$ cat src/rtl/rfsh_slot_arbiter_pkg.sv
// Shared constants for the refresh-slot read arbiter.
// Holds the FSM state encoding (IDLE, BUSY) and the access-delay counter width.
package rfsh_slot_arbiter_pkg;

  localparam int unsigned CNT_W = 4;

  typedef logic [0:0] state_t;

  localparam state_t IDLE = 1'b0;
  localparam state_t BUSY = 1'b1;

endpackage

$ cat src/rtl/rr_pick.sv
// Round-robin selector: returns the first set mask bit at or after ptr, wrapping.
// Ports:
//   mask  - request mask, one bit per channel
//   ptr   - round-robin start index (0..NUM_CH-1)
//   grant - selected channel index (0 when no bit is set)
//   any   - at least one mask bit is set
module rr_pick #(
  parameter int unsigned NUM_CH = 2,
  parameter int unsigned PTR_W  = 1
) (
  input  logic [NUM_CH-1:0] mask,
  input  logic [PTR_W-1:0]  ptr,
  output logic [PTR_W-1:0]  grant,
  output logic              any
);

  int unsigned idx;

  // Walk offsets from farthest to nearest so the nearest set bit is written last.
  always_comb begin
    grant = '0;
    any   = |mask;
    idx   = 0;
    for (int k = int'(NUM_CH) - 1; k >= 0; k--) begin
      idx = (32'(ptr) + 32'(k)) % NUM_CH;
      if (mask[idx]) grant = PTR_W'(idx);
    end
  end

endmodule

$ cat src/rtl/rfsh_slot_arbiter.sv
// Refresh-slot read arbiter: serves per-channel read requests from a small
// last-address cache, and otherwise issues one SDRAM read per CPU refresh window.
// Ports:
//   clk_sys, nRESET    - clock and synchronous active-low reset
//   nRFSH              - CPU refresh strobe; memory is only accessed while low
//   req, req_addr      - per-channel request strobe and address
//   invalidate         - clears all per-channel cache valid bits
//   ack, rdata         - per-channel completion pulse and held read data
//   mem_rd, mem_addr   - SDRAM read request and address
//   mem_dout           - SDRAM read data
module rfsh_slot_arbiter
  import rfsh_slot_arbiter_pkg::*;
#(
  parameter int unsigned NUM_CH    = 2,
  parameter int unsigned ADDR_W    = 25,
  parameter int unsigned DATA_W    = 8,
  parameter int unsigned ACK_DELAY = 7
) (
  input  logic                     clk_sys,
  input  logic                     nRESET,
  input  logic                     nRFSH,
  input  logic [NUM_CH-1:0]        req,
  input  logic [NUM_CH*ADDR_W-1:0] req_addr,
  input  logic                     invalidate,
  output logic [NUM_CH-1:0]        ack,
  output logic [NUM_CH*DATA_W-1:0] rdata,
  output logic                     mem_rd,
  output logic [ADDR_W-1:0]        mem_addr,
  input  logic [DATA_W-1:0]        mem_dout
);

  localparam int unsigned PTR_W = (NUM_CH > 1) ? $clog2(NUM_CH) : 1;

  state_t                         state_q, state_d;
  logic [NUM_CH-1:0]              pending_q, pending_d;
  logic [NUM_CH-1:0]              valid_q, valid_d;
  logic [NUM_CH-1:0]              ack_q, ack_d;
  logic [NUM_CH-1:0][ADDR_W-1:0]  pend_addr_q, pend_addr_d;
  logic [NUM_CH-1:0][ADDR_W-1:0]  last_addr_q, last_addr_d;
  logic [NUM_CH-1:0][DATA_W-1:0]  rdata_q, rdata_d;
  logic                           mem_rd_q, mem_rd_d;
  logic [ADDR_W-1:0]              mem_addr_q, mem_addr_d;
  logic [CNT_W-1:0]               cnt_q, cnt_d;
  logic [PTR_W-1:0]               rr_ptr_q, rr_ptr_d;
  logic [PTR_W-1:0]               grant_q, grant_d;
  logic                           nrfsh_d_q;

  logic [NUM_CH-1:0][ADDR_W-1:0]  req_addr_a;
  logic [NUM_CH-1:0]              hit_c;
  logic [NUM_CH-1:0]              miss_c;
  logic                           start_c;
  logic [PTR_W-1:0]               pick_c;
  logic                           pick_any_c;

  assign req_addr_a = req_addr;
  assign start_c    = nrfsh_d_q & ~nRFSH;

  // A pending channel whose address matches its cached one completes without memory.
  always_comb begin
    for (int i = 0; i < int'(NUM_CH); i++) begin
      hit_c[i] = pending_q[i] & valid_q[i] & (pend_addr_q[i] == last_addr_q[i]);
    end
  end

  assign miss_c = pending_q & ~hit_c;

  rr_pick #(
    .NUM_CH (NUM_CH),
    .PTR_W  (PTR_W)
  ) u_rr_pick (
    .mask  (miss_c),
    .ptr   (rr_ptr_q),
    .grant (pick_c),
    .any   (pick_any_c)
  );

  // Next-state and datapath logic.
  always_comb begin
    state_d     = state_q;
    pending_d   = pending_q;
    valid_d     = valid_q;
    ack_d       = '0;
    pend_addr_d = pend_addr_q;
    last_addr_d = last_addr_q;
    rdata_d     = rdata_q;
    mem_rd_d    = mem_rd_q;
    mem_addr_d  = mem_addr_q;
    cnt_d       = cnt_q;
    rr_ptr_d    = rr_ptr_q;
    grant_d     = grant_q;

    for (int i = 0; i < int'(NUM_CH); i++) begin
      if (hit_c[i]) begin
        ack_d[i]     = 1'b1;
        pending_d[i] = 1'b0;
      end
      if (req[i] && !pending_q[i]) begin
        pending_d[i]   = 1'b1;
        pend_addr_d[i] = req_addr_a[i];
      end
    end

    if (invalidate) valid_d = '0;

    case (state_q)
      IDLE: begin
        if (start_c && pick_any_c) begin
          state_d    = BUSY;
          mem_rd_d   = 1'b1;
          mem_addr_d = pend_addr_q[pick_c];
          cnt_d      = CNT_W'(ACK_DELAY);
          grant_d    = pick_c;
        end
      end
      BUSY: begin
        if (nRFSH) begin
          // Window closed early: drop the access, the channel stays pending.
          state_d  = IDLE;
          mem_rd_d = 1'b0;
          cnt_d    = '0;
        end else begin
          cnt_d = cnt_q - CNT_W'(1);
          // Completion on the edge where the counter steps down to 1.
          if (cnt_q == CNT_W'(2)) begin
            state_d              = IDLE;
            mem_rd_d             = 1'b0;
            rdata_d[grant_q]     = mem_dout;
            last_addr_d[grant_q] = pend_addr_q[grant_q];
            valid_d[grant_q]     = 1'b1;
            pending_d[grant_q]   = 1'b0;
            ack_d[grant_q]       = 1'b1;
            rr_ptr_d = (grant_q == PTR_W'(NUM_CH - 1)) ? '0 : grant_q + PTR_W'(1);
          end
        end
      end
      default: begin
        state_d  = IDLE;
        mem_rd_d = 1'b0;
      end
    endcase
  end

  // State registers with synchronous reset.
  always_ff @(posedge clk_sys) begin
    if (!nRESET) begin
      state_q     <= IDLE;
      pending_q   <= '0;
      valid_q     <= '0;
      ack_q       <= '0;
      pend_addr_q <= '0;
      last_addr_q <= '0;
      rdata_q     <= '0;
      mem_rd_q    <= 1'b0;
      mem_addr_q  <= '0;
      cnt_q       <= '0;
      rr_ptr_q    <= '0;
      grant_q     <= '0;
      nrfsh_d_q   <= 1'b0;
    end else begin
      state_q     <= state_d;
      pending_q   <= pending_d;
      valid_q     <= valid_d;
      ack_q       <= ack_d;
      pend_addr_q <= pend_addr_d;
      last_addr_q <= last_addr_d;
      rdata_q     <= rdata_d;
      mem_rd_q    <= mem_rd_d;
      mem_addr_q  <= mem_addr_d;
      cnt_q       <= cnt_d;
      rr_ptr_q    <= rr_ptr_d;
      grant_q     <= grant_d;
      nrfsh_d_q   <= nRFSH;
    end
  end

  assign ack      = ack_q;
  assign rdata    = rdata_q;
  assign mem_rd   = mem_rd_q;
  assign mem_addr = mem_addr_q;

endmodule

$ cat config.mk
export PLATFORM = sky130hd
export DESIGN_NAME = rfsh_slot_arbiter
export DESIGN_NICKNAME = d
export VERILOG_FILES = /design/src/rtl/rfsh_slot_arbiter_pkg.sv /design/src/rtl/rr_pick.sv /design/src/rtl/rfsh_slot_arbiter.sv
export SDC_FILE = /design/constraint.sdc
export NUM_CORES = 1
export LEC_CHECK = 0
export CORE_MARGIN = 2
export CORE_UTILIZATION = 48
export DETAILED_ROUTE_END_ITERATION = 8
export PLACE_DENSITY = 0.83
export SLEW_MARGIN = 10
export SYNTH_ARGS = -nofsm -noshare
export SYNTH_HDL_FRONTEND = slang
export SYNTH_HIERARCHICAL = 1
export SYNTH_SLANG_ARGS = --single-unit
$ cat constraint.sdc
create_clock -name clk_sys -period 2.19 [get_ports clk_sys]
set_input_delay 0.3285 -clock clk_sys [delete_from_list [all_inputs] [get_ports clk_sys]]
set_output_delay 0.3285 -clock clk_sys [all_outputs]
set_load 0.03 [all_outputs]
-- After elaboration in Yosys (flattened, before gate mapping)
Cells that the tools add are included.
- add/subtract/negate cells: 3
- multiplexer cells: 46
- reduce and logical (&&, ||, !) cells: 10
- equality and inequality tests: 5
- $lt $le $gt $ge: 5
- bitwise logic cells: 13
- operators by type and width (kind ; count):
    $mux 25 ; 5
    $bwmux 50 ; 1
    $eq 25x25->1 ; 2
    $demux 25 s1 ; 1
    $mux 1 ; 20
    $mux 2 ; 10
    $bwmux 16 ; 1
    $demux 8 s1 ; 1
    $lt 1x2->1 const B ; 4
    $mux 4 ; 2
    $mux 8 ; 1
    $pmux 4 s2 ; 1
    $and 1x1->1 ; 5
    $and 2x2->2 ; 2
    $eq 4x2->1 const B ; 1
    $logic_and 1x1->1 ; 4
    $not 2->2 ; 2
    $or 2x2->2 ; 2
    $pmux 1 s2 ; 2
    $reduce_and 2->1 ; 2
    $sub 4x1->4 const B ; 1
    $ne 3x2->1 const B ; 1
    $reduce_and 3->1 ; 1
    $add 1x1->1 const B ; 2
    6 further kinds ; 8
- bits of input ports: 64
- register bits after elaboration: 156
- output and inout bits: 44
- logic and storage cells: 98

-- Logic depth before layout (Yosys ltp)
- depth in word-level cells: 10
- mapped depth: 11
- gate-level depth less buffers: 11

-- Hierarchy
Netlist, hierarchy kept.
- by module, submodules not included (module ; instances ; area an instance (sq um) ; cells an instance):
    rfsh_slot_arbiter ; 1 ; 6286.0 ; 762
    rr_pick ; 1 ; 17.5 ; 3

-- Worst setup path after synthesis
No wires, ideal clock.
- path kind: reg2reg
- start point: reg pend_addr_q[25] (netlist bit)
- end point: reg mem_addr_q[10] (netlist: mem_addr[10])
- cell stages (with the launch flop): 11
- slack: 0.086 ns
- setup time: 0.086 ns
- buffers on the path: 2
- period minus slack after synthesis: 2.104 ns
- arrival: 2.018 ns
- cells stage by stage: dfxtp_1 > xor2_1 > nor4_1 > nand4_1 > nor3_1 > nor2b_1 > a21boi_1 > buf_2 > buf_2 > mux2i_1 > a211oi_1
- word-level cells in the longest chain between the ends: 10
- RTL lines (element ; RTL line ; text):
    from (decl) ; rfsh_slot_arbiter.sv:38 ; logic [NUM_CH-1:0][ADDR_W-1:0] pend_addr_q, pend_addr_d;
    from (signal assigned) ; rfsh_slot_arbiter.sv:164 ; pend_addr_q <= pend_addr_d;
    $eq 25x25->1 * ; rfsh_slot_arbiter.sv:61 ; hit_c[i] = pending_q[i] & valid_q[i] & (pend_addr_q[i] == last_addr_q[i]);
    $and 1x1->1 * ; rfsh_slot_arbiter.sv:61 ;
    $not 2->2 * ; rfsh_slot_arbiter.sv:65 ; assign miss_c = pending_q & ~hit_c;
    $and 2x2->2 * ; rfsh_slot_arbiter.sv:65 ;
    named net miss_c[1] ; rfsh_slot_arbiter.sv:50 ; logic [NUM_CH-1:0] miss_c;
    $mux 1 (not written as such) (2 in series) ; rr_pick.sv:26 ; if (mask[idx]) grant = PTR_W'(idx);
    $mux 1 ; rr_pick.sv:26 ;
    $mux 1 * ; rr_pick.sv:26 ;
    named net pick_c ; rfsh_slot_arbiter.sv:52 ; logic [PTR_W-1:0] pick_c;
    $mux 25 (not written as such) * (2 in series) ; rfsh_slot_arbiter.sv:110 ; mem_addr_d = pend_addr_q[pick_c];
    to (signal assigned) ; rfsh_slot_arbiter.sv:168 ; mem_addr_q <= mem_addr_d;
    to (decl) ; rfsh_slot_arbiter.sv:42 ; logic [ADDR_W-1:0] mem_addr_q, mem_addr_d;
The timed path passes the listed nets; every way through them passes the cells marked *. The select of a mux whose other input is x is not followed.
A chain may end at the register's enable or synchronous reset.

-- Worst setup path after layout
- start point: reg pend_addr_q[32] (netlist bit)
- end point: reg grant_q
- RTL lines (element ; RTL line ; text):
    $eq 25x25->1 ; rfsh_slot_arbiter.sv:61 ;
    $and 1x1->1 ; rfsh_slot_arbiter.sv:61 ;
    $not 2->2 ; rfsh_slot_arbiter.sv:65 ;
    $and 2x2->2 ; rfsh_slot_arbiter.sv:65 ;
    named net miss_c[1] ; rfsh_slot_arbiter.sv:50 ;
    $reduce_or 2->1 ; rr_pick.sv:22 ; any = |mask;
    named net pick_any_c ; rfsh_slot_arbiter.sv:53 ; logic pick_any_c;
    $logic_and 1x1->1 ; rfsh_slot_arbiter.sv:107 ; if (start_c && pick_any_c) begin
    $reduce_and 2->1 (no source line) ; -- ;
    to (signal assigned) ; rfsh_slot_arbiter.sv:171 ; grant_q <= grant_d;
    to (decl) ; rfsh_slot_arbiter.sv:45 ; logic [PTR_W-1:0] grant_q, grant_d;
The timed path passes the listed nets, and every way through them passes these cells. The select of a mux whose other input is x is not followed.

==> key figures <==
Global routing
  • Gr ovfl total: 0
  • Met2 Usage GRT: 0.406
  • GR Util met3: 0.0526
  • Vias in the first global route: 5645
  • GRT Overall Usage: 0.253
  • Layer with the highest usage: met2
  • Largest net degree at the start of global routing: 90
  • First-pass GRT wire length: 28200 um
  • Met1 GRT Util: 0.328
  • Antenna violations before repair: 0

Synth
  • Top post-synthesis cells by area: dfxtp_1 (50%), nand2_1 (14%), a21oi_1 (9.7%)
  • Syn Inst Count: 765
  • Syn_nets: 831
  • FF+latch count, synth: 156
  • Adder-cell share of the synthesized area: 0.00397
  • Synth async-reset ratio: 0
  • Compound-Gate Fraction of Synth Area: 0.142
  • Sequential element share of the synthesized area: 0.495
  • Post-Synth Simple-Gate Area: 0.204
  • Synth warnings: 6
  • Synth Area in XOR/XNOR: 0.0709
  • Mean area per synthesized cell: 8.24 um2
  • Post-synth top flop: dfxtp_1
  • Largest family of logic cells by synthesized area: simple AND/OR/NAND/NOR gates
  • Mapped cell area: 6300 um2
  • Cell taking the most area after synthesis: dfxtp_1
  • Post-synth EDFFs: 0
  • Post-synth top area share: 0.495
  • Post-synthesis mux area share: 0.0413
  • Library cells used by synthesis: 36

Timing
  • Setup violators final: 29
  • Final period utilization: 1.05
  • Least-Margin Pin Slew: 0.492 ns
  • Max Freq: 0.434 GHz
  • Final Max Tran Viols: 0
  • Final hold vios: 0
  • RSZ-0062 raised after global routing: true
  • Tmin final: 2.30 ns
  • Clock skew: 0.0109 ns
  • Worst slew margin: 0.672
  • Setup ws final: -0.114 ns

Route
  • DRC errors left: 0
  • Via/cell ratio: 5.28
  • DR iter-0 viols: 452
  • DRT Pass-1 Iters: 5
  • Final ANT Viol Nets: 0
  • DR vias: 5799
  • DR WL/cell: 15.8 um
  • Drt total wl: 17300 um

Finish
  • Ratio of cells with drive above 1 in the final layout: 0.143
  • Core Util, Final: 0.685
  • Nets: 981
  • Total of fill cells in the finished design: 960
  • Layout area overhead: 38.3%
  • Inserted Diodes: 0

Power
  • Pwr dens: 771 nW/um2
  • Worst vdd ir: 0.534 mV
  • Lkg Pwr: 3.20 nW

Setup path
  • Kind of critical path: reg -> reg
  • R2R depth: 11
  • Crit path to: grant_q
  • Worst path max stage delay: 0.35 ns
  • Crit Reg-Reg Endpoint: grant_q
  • Crit path max fanout: 23
  • Startpoint type of the worst setup path: flip-flop
  • Reg-to-Reg Start: pend_addr_q[32]
  • CP endpoint kind: flip-flop
  • Setup crit start: pend_addr_q[32]
  • R2r setup slk: -0.11 ns
  • Crit path arrival time: 2.61 ns
  • Worst-path cell chain: xor2_1 > nor4_2 > nand4_1 > nor3_2 > nor2b_1 > or2_1 > nand2_2 > nor3_4 > buf_12 > mux2i_1 > nor2_1
  • Worst EP required: 2.49 ns
  • Slowest cell on crit path: nor4_2

Placed design
  • Dpl hpwl: 11800 um
  • Placer congestion estimate: 0.878
  • PortBufs: 107
  • Dpl ws: -0.257 ns

Clocking
  • Worst skew pair latency: 0.43 ns
  • Total CTS buffers: 17
  • Clk sinks: 156
  • Reg clk slew, reported paths: 0.06 ns
  • Hold_buf cts: 0
  • H-tree levels: 4
  • Clock tree buffer depth: 2
  • CTS tree: yes
  • Clock root cell: clkbuf_16

Floorplanning
  • Chip height: 119 um
  • Core ar.: 12700 um2
  • Row count: 41
  • I/O pin total: 108
  • Die ar.: 14100 um2
  • Initial Util: 0.495
  • Die X: 119 um

Run
  • Max Cap Viol: 0

Status
  • Failing checks: negative setup slack
  • Status: finished with violations

Hold path
  • Min-delay worst type: in -> reg
  • Hold Path Cell Cnt: 3
-- repair_timing --
action / CTS / global route
pin swaps: 4 / 1
buffers inserted: 2 / 0
resized for setup: 9 / 13
hold endpoints to repair: 0 / 0
endpoints found under the setup margin: 31 / 31
-- logic make-up after synthesis --
family,count (synthesis)
muxes,26
buffers and inverters,58
AOI/OAI and AO/OA,161
DFF,156
and+or+nand+nor,311
xor gates and xnor gates,51
adders and majority gates,2
-- layer usage --
metal  vias up  wire length (um)
met5         -                 0
met4         0               494
met3        41               927
met2       206              8200
met1      2707              7680
li1       2845                 -
-- layout make-up --
cell class,count,area (um2),share of cell area
sequential,156,3130,0.359
multi-input combinational,551,3010,0.345
timing repair buffer,184,1750,0.201
clock buffer,20,457,0.0524
tap,172,215,0.0247
clock inverter,10,141,0.0162
inverter,5,21.3,0.00244
-- registers in the layout (all words and copies together) (netlist names) --
| signal | flops |
|---|---|
| cnt_q | 4 |
| nrfsh_d_q | 1 |
| mem_rd | 1 |
| ack | 2 |
| pend_addr_q | 50 |
| mem_addr | 25 |
| pending_q | 2 |
| rdata | 16 |
| rr_ptr_q | 1 |
| state_q | 1 |
| grant_q | 1 |
| last_addr_q | 50 |
| valid_q | 2 |
-- report_power, final --
part | internal, mW | switching [mW] | leakage (nW)
registers | 2.92 | 0.0634 | 1.27
logic | 0.367 | 0.377 | 1.64
clock network | 1.84 | 1.15 | 0.288
total | 5.13 | 1.59 | 3.20
-- stage by stage --
stage / TNS (ns) / power, mW / hold slack [ns] / cells / cell area [um2]
5_1_grt: -7.00 / 6.93 / 0.461 / 1098 / 8720
6_report: -1.97 / 6.72 / 0.448 / 1098 / 8720
2_1_floorplan: 0 / 3.38 / 0.445 / 765 / 6300
4_1_cts: -0.941 / 6.72 / 0.438 / 1098 / 8680
3_3_place_gp: -3.47 / 3.74 / 0.441 / 1066 / 8030
3_5_place_dp: -6.34 / 3.76 / 0.446 / 1066 / 8030
-- how the worst min path moves through the flow --
stage | startpoint | endpoint | slack [ns]
final | req_addr[0] | pend_addr_q[0] | 0.45
after global routing | req_addr[45] | pend_addr_q[45] | 0.46
after floorplan | valid_q[1] | valid_q[1] | 0.45
after CTS | req_addr[12] | pend_addr_q[12] | 0.44
after detailed placement | rdata[9] | rdata[9] | 0.45
after global placement | rdata[0] | rdata[0] | 0.44
-- cell usage after synthesis (all sizes together) (5+ instances only) --
cell	instances
dfxtp	156
a21oi	122
a211oi	25
nor4	6
nor3	8
xor2	20
nand4	8
o21ai	6
mux2i	26
inv	5
nand2	237
clkbuf	35
xnor2	31
buf	18
nor2	35
-- cells in the final DEF (no fill, tap or decap), drive strengths merged, types with 6 or more instances in the layout --
cell type,instances
nand2,237
nor2,35
nor3,8
xnor2,31
o21ai,6
clkdlybuf4s50,107
a211oi,25
a21oi,122
nor4,6
nand4,8
clkbuf,20
dfxtp,156
buf,77
inv,6
mux2i,26
xor2,20
-- worst max-delay path: cells and delay by family, from the launching register on --
family | cells | cell delay [ns]
XOR/XNOR | 1 | 0.18
flip-flops | 1 | 0.33
AND/OR/NAND/NOR | 8 | 1.33
buffers and inverters | 1 | 0.19
multiplexers | 1 | 0.16
Power figures use the tool's default switching activity.
